$ cat config.mk
export PLATFORM = sky130hd
export DESIGN_NAME = blackjack_main
export DESIGN_NICKNAME = d
export VERILOG_FILES = /design/src/rtl/blackjack_main.sv
export SDC_FILE = /design/constraint.sdc
export NUM_CORES = 1
export LEC_CHECK = 0
export ABC_AREA = 1
export BUFFER_PORTS_ARGS = -buffer_cell sky130_fd_sc_hd__buf_2
export CAP_MARGIN = 40
export CORE_MARGIN = 5
export CORE_UTILIZATION = 50
export CTS_CLUSTER_SIZE = 10
export DETAILED_ROUTE_END_ITERATION = 10
export PLACE_DENSITY = 0.69
export SYNTH_ARGS = -nofsm -noshare
export SYNTH_HDL_FRONTEND = slang
export SYNTH_SLANG_ARGS = --single-unit
$ cat constraint.sdc
create_clock -name CLOCK_50 -period 3.9 [get_ports CLOCK_50]
set_clock_uncertainty 0.15 [all_clocks]
set_input_delay 0.39 -clock CLOCK_50 [delete_from_list [all_inputs] [get_ports CLOCK_50]]
set_output_delay 0.39 -clock CLOCK_50 [all_outputs]
set_load 0.05 [all_outputs]
$ cat src/rtl/blackjack_main.sv
// blackjack_main: single-player blackjack against an automatic dealer for the DE2-115 board.
// Optional build macro DEALER_HIDE_EN: show only the dealer's first card until the dealer plays.
module blackjack_main #(
  parameter logic [19:0] SIM_DEBOUNCE_TIMER = 20'd1_000_000,
  parameter logic [26:0] SIM_GAME_TIMER     = 27'd50_000_000
) (
  input  logic        CLOCK_50,
  input  logic [3:0]  KEY,
  output logic [17:0] LEDR,
  output logic [6:0]  HEX0,
  output logic [6:0]  HEX1,
  output logic [6:0]  HEX4,
  output logic [6:0]  HEX5
);
  typedef enum logic [2:0] {
    S_SHUFFLE = 3'd0, S_DEAL_P1 = 3'd1, S_DEAL_D1 = 3'd2, S_DEAL_P2 = 3'd3,
    S_DEAL_D2 = 3'd4, S_PLAYER  = 3'd5, S_DEALER  = 3'd6, S_RESULT  = 3'd7
  } state_t;

  function automatic logic [3:0] f_card_val(input logic [3:0] rank);
    return (rank > 4'd10) ? 4'd10 : rank;
  endfunction

  function automatic logic [4:0] f_add_sat(input logic [4:0] hard, input logic [3:0] val);
    logic [5:0] sum;
    sum = {1'b0, hard} + {2'b00, val};
    return (sum > 6'd31) ? 5'd31 : sum[4:0];
  endfunction

  function automatic logic [4:0] f_total(input logic [4:0] hard, input logic ace);
    return (ace && (hard <= 5'd11)) ? hard + 5'd10 : hard;
  endfunction

  function automatic logic [6:0] f_seg(input logic [3:0] d);
    case (d)
      4'd0:    return 7'h40;
      4'd1:    return 7'h79;
      4'd2:    return 7'h24;
      4'd3:    return 7'h30;
      4'd4:    return 7'h19;
      4'd5:    return 7'h12;
      4'd6:    return 7'h02;
      4'd7:    return 7'h78;
      4'd8:    return 7'h00;
      4'd9:    return 7'h10;
      default: return 7'h7F;
    endcase
  endfunction

  // Returns {tens, units} segment patterns; a zero tens digit is blanked.
  function automatic logic [13:0] f_show(input logic [4:0] total);
    logic [3:0] tens;
    logic [3:0] units;
    if (total >= 5'd30) begin
      tens = 4'd3; units = 4'(total - 5'd30);
    end else if (total >= 5'd20) begin
      tens = 4'd2; units = 4'(total - 5'd20);
    end else if (total >= 5'd10) begin
      tens = 4'd1; units = 4'(total - 5'd10);
    end else begin
      tens = 4'd0; units = 4'(total);
    end
    return {(tens == 4'd0) ? 7'h7F : f_seg(tens), f_seg(units)};
  endfunction

  state_t      r_state, w_state_nx;
  logic [26:0] r_timer;
  logic [3:0]  r_rank;
  logic [4:0]  r_p_hard, r_d_hard;
  logic        r_p_ace, r_d_ace;
  logic        r_win, r_lose, r_push, r_bust;
  logic [19:0] r_db_cnt [2];
  logic [1:0]  r_press;

  logic        w_rst_n, w_hit, w_stay, w_paced, w_tick;
  logic        w_draw_p, w_draw_d, w_bust, w_eval, w_clear;
  logic [3:0]  w_card, w_card_val, w_rank_nx;
  logic [4:0]  w_p_hard_nx, w_d_hard_nx;
  logic        w_p_ace_nx, w_d_ace_nx;
  logic [4:0]  w_p_total, w_d_total, w_p_total_nx, w_d_show;
  logic        w_unused_key3;

  assign w_rst_n       = KEY[0];
  assign w_unused_key3 = KEY[3];
  assign w_hit         = r_press[0];
  assign w_stay        = r_press[1];

  // Key debounce: count consecutive low cycles, pulse once, re-arm only after release.
  always_ff @(posedge CLOCK_50) begin
    for (int k = 0; k < 2; k++) begin
      if (!w_rst_n || KEY[k+1]) begin
        r_db_cnt[k] <= '0;
        r_press[k]  <= 1'b0;
      end else begin
        r_press[k] <= (r_db_cnt[k] == SIM_DEBOUNCE_TIMER - 20'd1);
        if (r_db_cnt[k] != SIM_DEBOUNCE_TIMER) r_db_cnt[k] <= r_db_cnt[k] + 20'd1;
      end
    end
  end

  assign w_paced = (r_state != S_PLAYER) && (r_state != S_RESULT);
  assign w_tick  = w_paced && (r_timer == SIM_GAME_TIMER - 27'd1);

  always_ff @(posedge CLOCK_50) begin
    if (!w_rst_n || !w_paced || w_tick) r_timer <= '0;
    else                                r_timer <= r_timer + 27'd1;
  end

  assign w_card       = r_rank;
  assign w_card_val   = f_card_val(w_card);
  assign w_rank_nx    = (r_rank > 4'd8) ? r_rank - 4'd8 : r_rank + 4'd5;
  assign w_p_hard_nx  = f_add_sat(r_p_hard, w_card_val);
  assign w_d_hard_nx  = f_add_sat(r_d_hard, w_card_val);
  assign w_p_ace_nx   = r_p_ace | (w_card == 4'd1);
  assign w_d_ace_nx   = r_d_ace | (w_card == 4'd1);
  assign w_p_total    = f_total(r_p_hard, r_p_ace);
  assign w_d_total    = f_total(r_d_hard, r_d_ace);
  assign w_p_total_nx = f_total(w_p_hard_nx, w_p_ace_nx);

  always_ff @(posedge CLOCK_50) begin
    if (!w_rst_n) r_state <= S_SHUFFLE;
    else          r_state <= w_state_nx;
  end

  always_comb begin
    w_state_nx = r_state;
    case (r_state)
      S_SHUFFLE: if (w_tick) w_state_nx = S_DEAL_P1;
      S_DEAL_P1: if (w_tick) w_state_nx = S_DEAL_D1;
      S_DEAL_D1: if (w_tick) w_state_nx = S_DEAL_P2;
      S_DEAL_P2: if (w_tick) w_state_nx = S_DEAL_D2;
      S_DEAL_D2: if (w_tick) w_state_nx = S_PLAYER;
      S_PLAYER: begin
        if (w_stay)      w_state_nx = S_DEALER;
        else if (w_bust) w_state_nx = S_RESULT;
      end
      S_DEALER:  if (w_eval) w_state_nx = S_RESULT;
      S_RESULT:  if (w_hit)  w_state_nx = S_SHUFFLE;
      default:   w_state_nx = S_SHUFFLE;
    endcase
  end

  // Stay outranks Hit in PLAYER, so a simultaneous pair draws nothing.
  always_comb begin
    w_draw_p = 1'b0;
    w_draw_d = 1'b0;
    w_bust   = 1'b0;
    w_eval   = 1'b0;
    w_clear  = 1'b0;
    case (r_state)
      S_DEAL_P1, S_DEAL_P2: w_draw_p = w_tick;
      S_DEAL_D1, S_DEAL_D2: w_draw_d = w_tick;
      S_PLAYER: begin
        w_draw_p = w_hit && !w_stay;
        w_bust   = w_draw_p && (w_p_total_nx > 5'd21);
      end
      S_DEALER: begin
        w_draw_d = w_tick && (w_d_total < 5'd17);
        w_eval   = w_tick && (w_d_total >= 5'd17);
      end
      S_RESULT: w_clear = w_hit;
      default:  ;
    endcase
  end

  // The deck pointer survives new rounds; only reset rewinds it.
  always_ff @(posedge CLOCK_50) begin
    if (!w_rst_n)                 r_rank <= 4'd1;
    else if (w_draw_p || w_draw_d) r_rank <= w_rank_nx;
  end

  always_ff @(posedge CLOCK_50) begin
    if (!w_rst_n || w_clear) begin
      r_p_hard <= '0;
      r_p_ace  <= 1'b0;
      r_d_hard <= '0;
      r_d_ace  <= 1'b0;
      r_win    <= 1'b0;
      r_lose   <= 1'b0;
      r_push   <= 1'b0;
      r_bust   <= 1'b0;
    end else begin
      if (w_draw_p) begin
        r_p_hard <= w_p_hard_nx;
        r_p_ace  <= w_p_ace_nx;
      end
      if (w_draw_d) begin
        r_d_hard <= w_d_hard_nx;
        r_d_ace  <= w_d_ace_nx;
      end
      if (w_bust) begin
        r_lose <= 1'b1;
        r_bust <= 1'b1;
      end
      if (w_eval) begin
        r_win  <= (w_d_total > 5'd21) || (w_p_total > w_d_total);
        r_lose <= (w_d_total <= 5'd21) && (w_p_total < w_d_total);
        r_push <= (w_d_total <= 5'd21) && (w_p_total == w_d_total);
      end
    end
  end

`ifdef DEALER_HIDE_EN
  logic [3:0] r_d1_val;

  always_ff @(posedge CLOCK_50) begin
    if (!w_rst_n || w_clear)
      r_d1_val <= '0;
    else if ((r_state == S_DEAL_D1) && w_tick)
      r_d1_val <= (w_card == 4'd1) ? 4'd11 : w_card_val;
  end

  assign w_d_show = ((r_state == S_DEAL_D2) || (r_state == S_PLAYER)) ? {1'b0, r_d1_val} : w_d_total;
`else
  assign w_d_show = w_d_total;
`endif

  assign {HEX1, HEX0} = f_show(w_p_total);
  assign {HEX5, HEX4} = f_show(w_d_show);
  assign LEDR         = {10'd0, 1'b0, r_state, r_bust, r_push, r_lose, r_win};

endmodule

Yosys cells after proc, flatten, opt, wreduce, memory -nomap -nowiden --
Memories as Yosys holds them, arrays and structs flattened. Cells that the tools add are included.
Storage, ports and cells: logic and storage cells 160, memories kept 5, RAM bits 40, bits in registers 52, bits of input ports 5, bits in read-only memories 448
Memories:
- (name not given) | words 16, width 7, rd ports 1, clocked after memory_dff 0, wr ports 0, line 35 | case (d)
- (name not given) | words 16, width 7, rd ports 1, clocked after memory_dff 0, wr ports 0, line 35
- (name not given) | words 16, width 7, rd ports 1, clocked after memory_dff 0, wr ports 0, line 35
- (name not given) | words 16, width 7, rd ports 1, clocked after memory_dff 0, wr ports 0, line 35
- r_db_cnt | words 2, width 20, rd ports 2, clocked after memory_dff 0, wr ports 2, line 72 | logic [19:0] r_db_cnt [2];
Cells by class: mux-type cells 50, add/sub/neg operators 16, reductions and logical operators 28, magnitude comparators 20, bitwise operators 4, eq/ne operators 24
Operators with widths (count):
- $add A20 B1 Y20 const B | 2
- $eq A20 B20 Y1 const B | 2
- $mux W20 | 2
- $ne A20 B20 Y1 const B | 2
- $mux W4 | 8
- $add A27 B1 Y27 const B | 1
- $eq A27 B26 Y1 const B | 1
- $mux W3 | 9
- $ge A5 B5 Y1 const B | 5
- $mux W5 | 5
- $pmux W3 S8 | 1
- $sub A4 B4 Y4 const B | 5
- $mux W1 | 17
- $add A5 B4 Y5 const B | 3
- $le A5 B4 Y1 const B | 3
- $mux W7 | 2
- $ne A2 B2 Y1 const B | 7
- $add A5 B4 Y6 | 2
- $eq A3 B3 Y1 const B | 4
- $gt A6 B5 Y1 const B | 2
- $logic_and A1 B1 Y1 | 11
- $ge A5 B4 Y1 const B | 2
- $gt A5 B5 Y1 const B | 2
- $ne A3 B3 Y1 const B | 3
- other kinds (21) | 41

Logic depth before layout (Yosys ltp) --
depth in word-level cells 14, gate-level depth with buffers 28, depth with buffers taken out 28

Least setup slack after synthesis --
OpenSTA, ideal clock, no wires.
path kind register to output, start register r_p_hard[2], end output port HEX0[3], stages on the path, launching flop included 24, arrival 3299 ps, path slack 61 ps, cell sequence dfxtp_1 -> inv_1 -> ha_1 -> nand3_1 -> nand2_1 -> nand2_4 -> nand2_1 -> nand2_1 -> nand2_1 -> inv_1 -> ha_1 -> nand2_1 -> nand3b_1 -> nand2_4 -> nand2_4 -> nand2_2 -> nand2_2 -> nand2_2 -> nand2_2 -> ha_1 -> inv_1 -> nand4_1 -> nand3_1 -> nand2_1
Between the ends: word-level cells in the longest chain between the ends 8
Ends and longest elaborated chain:
- from (decl) | line 69 | logic [4:0] r_p_hard, r_d_hard;
- from (signal assigned) | line 184 | r_p_hard <= w_p_hard_nx;
- $le A5 B4 Y1 | line 31 | return (ace && (hard <= 5'd11)) ? hard + 5'd10 : hard;
- $logic_and A1 B1 Y1 | line 31
- $mux W5 (*) | line 31
- $sub A4 B4 Y4 / $ge A5 B4 Y1 (equally long branches) | line 59, 58
- $mux W4 | line 58 | end else if (total >= 5'd10) begin
- $mux W4 | line 56 | end else if (total >= 5'd20) begin
- $mux W4 (*) | line 54 | if (total >= 5'd30) begin
- $mem_v2 Z16 W7 (*)
- to (decl) | line 10 | output logic [6:0] HEX0,
Every way passes the cells marked *; elsewhere a longest branch is shown, timed or not.

Final worst setup path --
start register r_d_hard[2], end output port HEX4[1]
Between the ends: word-level cells in the longest chain between the ends 8
Ends and longest elaborated chain:
- from (decl) | line 69
- from (signal assigned) | line 188 | r_d_hard <= w_d_hard_nx;
- $le A5 B4 Y1 | line 31
- $logic_and A1 B1 Y1 | line 31
- $mux W5 (*) | line 31
- $sub A4 B4 Y4 / $ge A5 B4 Y1 (equally long branches) | line 59, 58
- $mux W4 | line 58
- $mux W4 | line 56
- $mux W4 (*) | line 54
- $mem_v2 Z16 W7 (*)
- to (decl) | line 12 | output logic [6:0] HEX4,
Marks and branches as above.

==> metrics.csv <==
metric,value,unit
max_stage_delay,0.36,ns
top_level_ports,51,
synth_edf_count,40,
hold_class,in -> reg,
syn_to_final_growth,9.65,%
synth_top_area_share,17.3,%
first_pass_iters,4,
cap_violations,0,
synth_top_cells_by_count,"195 x nand2_1, 129 x inv_1, 94 x nor2_1, 74 x nand3_1, 52 x dfxtp_1",
via_count,5832,
worst_pin_slew,0.854,ns
crit_path_end_kind,primary output,
synth_cells,952,
ys_ff_latch,92,
synth_top_area_cell,edfxtp_1,
cts_tree,done,
r2r_start,r_rank[0],
core-area,13700,sq um
cts.sinks,92,
slew_violations,0,
io_buffer_count,36,
crit_type,reg -> out,
grt_util_met2,26.7,%
worstPathRequired,3.36,ns
peakVddDrop,0.211,mV
gp_congestion,0.819,
cp_slowest_cell,dfxtp_2,
syn_avg_cell_area,7.28,sq um
wirelength,13500,um
layout.area.seq,2250,sq um
clkTransAtPathRegs,0.06,ns
antenna_cells,0,
synth_seq_area_share,32.3,%
startpoint,r_d_hard[2],
fin_hold_ws,0.137,ns
syn-cell-area,6930,sq um
internal_power,1.52,mW
status,"complete, no violations",
synthMostInstantiatedCell,nand2_1,
use_met1,21.6,%
relSlewSlack,42.9,%
worstHoldStart,KEY[0],
place_area,7220,sq um
switchingPower,0.408,mW
p_seq_share,52.2,%
numCtsBuffers,9,
n_fill_cell,1303,
nNetsFinal,1044,
drt-wirelength-per-cell,11.5,um
p_per_area,253,nW/um^2
multi_input_area,4030,sq um
htree_levels,3,
chipHeight,128,um
pwr-share-comb,3.4,%
crit_top_cell,nand2_2,
startpoint_type,flop,
dp_hpwl,10300,um
critPathBufInv,5,
grt_start_max_net_pins,22,
viasPerCell,4.97,
drc,0,
top_usage_layer,met2,
die_w,128,um
antenna_found_initial,0,
setup_viol,0,
clkLatencyLatePin,0.35,ns
drt.antenna.violating_nets,0,
start_util,50.5,%
crit_fanout,8,
yosys_warnings,0,
critPathArrivalTime,3.13,ns
grt_pass1_vias,5110,
fin_area,7600,sq um
hold_viol_final,0,
use_met3,3.29,%
swShare,21.2,%
grt_pass1_wl,22500,um
path_cells,inv_2 -> ha_1 -> nand3_1 -> nand2_1 -> nand2_2 -> nand2_2 -> nand2_2 -> nand2_4 -> inv_4 -> ha_1 -> inv_1 -> nor2_1 -> nand3_1 -> nand2_2 -> nand2_4 -> nand2_2 -> nand2_1 -> nand2_2 -> ha_1 -> inv_1 -> nand4_1 -> nand2_1 -> buf_2,
ys_async_sr_fraction,0,%
cts-root-buf,clkbuf_16,
synth_cell_type_count,50,
clock.fmax,0.273,GHz
drtIter0Drc,183,
clockBufferDepth,2,
grt-ovfl-total,0,
die_area,16300,sq um
path_delay_family,simple AND/OR/NAND/NOR gates,
netlist_top_cells_area,"edfxtp_1 17%, dfxtp_1 15%, nand2_1 11%",
p_leak,3.49,nW
grt_usage,16.4,%
drive_above_1_share,17.0,%
hold_buffers,0,
ys.flop_type,dfxtp_1,
std_cell_rows,43,
final.period_utilization,94.0,%
period_minus_slack,3.67,ns
clockPowerShare,44.4,%
worst reg2reg max path: stages, from the launching register on:
cell     delay, ns
dfxtp_1       0.37
inv_1         0.14
ha_1          0.16
nand2_1       0.05
nand2_1       0.07
nand2_1       0.05
inv_1         0.10
ha_1          0.21
inv_1         0.09
fa_1          0.40
nor2_1        0.11
inv_1         0.06
nand2_1       0.08
nand2_2       0.08
inv_2         0.09
ha_1          0.23
inv_1         0.06
nand4_1       0.09
nand2_1       0.07
nand2_1       0.05
nand2_1       0.05
nand2_1       0.05
nand2_1       0.05
nand2_1       0.11
nand2_1       0.11
nand2_1       0.07
nor2_1        0.10
nor2_1        0.05
area by class of cell:
cell class | instances | share of cell area (%)
clock buffer | 15 | 3.80
timing repair buffer | 44 | 3.34
sequential | 92 | 29.6
tap | 180 | 2.96
clock inverter | 1 | 0.0494
inverter | 145 | 7.22
multi-input combinational | 697 | 53.0
state kept, by name (all words and copies together), names as in the netlist:
name and count:
r_timer 27, r_state 3, r_press 2, r_p_ace 1
r_db_cnt 40, r_win 1, r_d_hard 5, r_rank 4
r_push 1, r_lose 1, r_p_hard 5, r_bust 1
r_d_ace 1
cells in the final DEF, fill, tap and decap left out, types with 6 or more instances in the layout:
cell,count
a21oi_1,43
buf_2,32
buf_4,11
clkbuf_16,10
conb_1,13
dfxtp_1,48
edfxtp_1,40
ha_1,48
inv_1,123
inv_2,20
nand2_1,186
nand2_2,27
nand2_4,11
nand3_1,73
nand3_2,12
nand3b_1,6
nand4_1,25
nor2_1,94
nor2_2,12
nor3_1,25
nor3_2,8
nor3b_1,12
o21ai_0,28
o21ai_1,11
xnor2_1,8
xor2_1,15
path summary, 6_finish.rpt:
| check | depth (start not counted) | end | slack (ns) |
|---|---|---|---|
| setup / recovery | 23 | HEX4[1] | 0.23 |
| hold / removal | 2 | r_rank[0] | 0.14 |
| setup reg to reg | 27 | r_state[1] | 0.55 |
| hold reg to reg | 1 | r_timer[0] | 0.31 |
layer usage:
layer / vias up / part of all wire [%]
met5: - / 0
met4: 0 / 1.3
met3: 12 / 4.0
met2: 71 / 44
met1: 2591 / 50
li1: 3158 / -
per-stage QoR:
step	utilization, %	total power, mW	cells	worst slack (ns)	setup TNS (ns)
2_1_floorplan	-	1.09	963	0.0610	0
3_3_place_gp	52.6	1.09	1155	0.293	0
4_1_cts	54.8	1.95	1171	0.0265	0
6_report	55.4	1.93	1174	0.233	0
3_5_place_dp	52.6	1.09	1155	0.216	0
5_1_grt	55.4	2.00	1174	-0.0169	-0.0283
power groups by stage:
stage / clock (mW) / combinational [mW] / sequential, mW
2_1_floorplan: 0 / 0.0635 / 1.03
5_1_grt: 0.921 / 0.0708 / 1.01
4_1_cts: 0.882 / 0.0648 / 1.01
6_report: 0.855 / 0.0646 / 1.01
3_5_place_dp: 0 / 0.0646 / 1.03
3_3_place_gp: 0 / 0.0641 / 1.03
cells by family after synthesis:
family          Yosys count  synth area share (%)
compound gates           98                  7.94
xor+xnor                 23                  2.91
fa+ha+maj                50                  9.24
buf+inv                 174                  10.8
flops                    92                  32.3
other cells               2                 0.108
simple gates            513                  36.7
timing repair:
item                       4_1_cts  5_1_grt
setup endpoints to repair        9       14
buffers inserted                 0        3
pin swaps                        0        1
gates resized for setup          7       26
No activity file was read; power rests on OpenSTA's default activity.
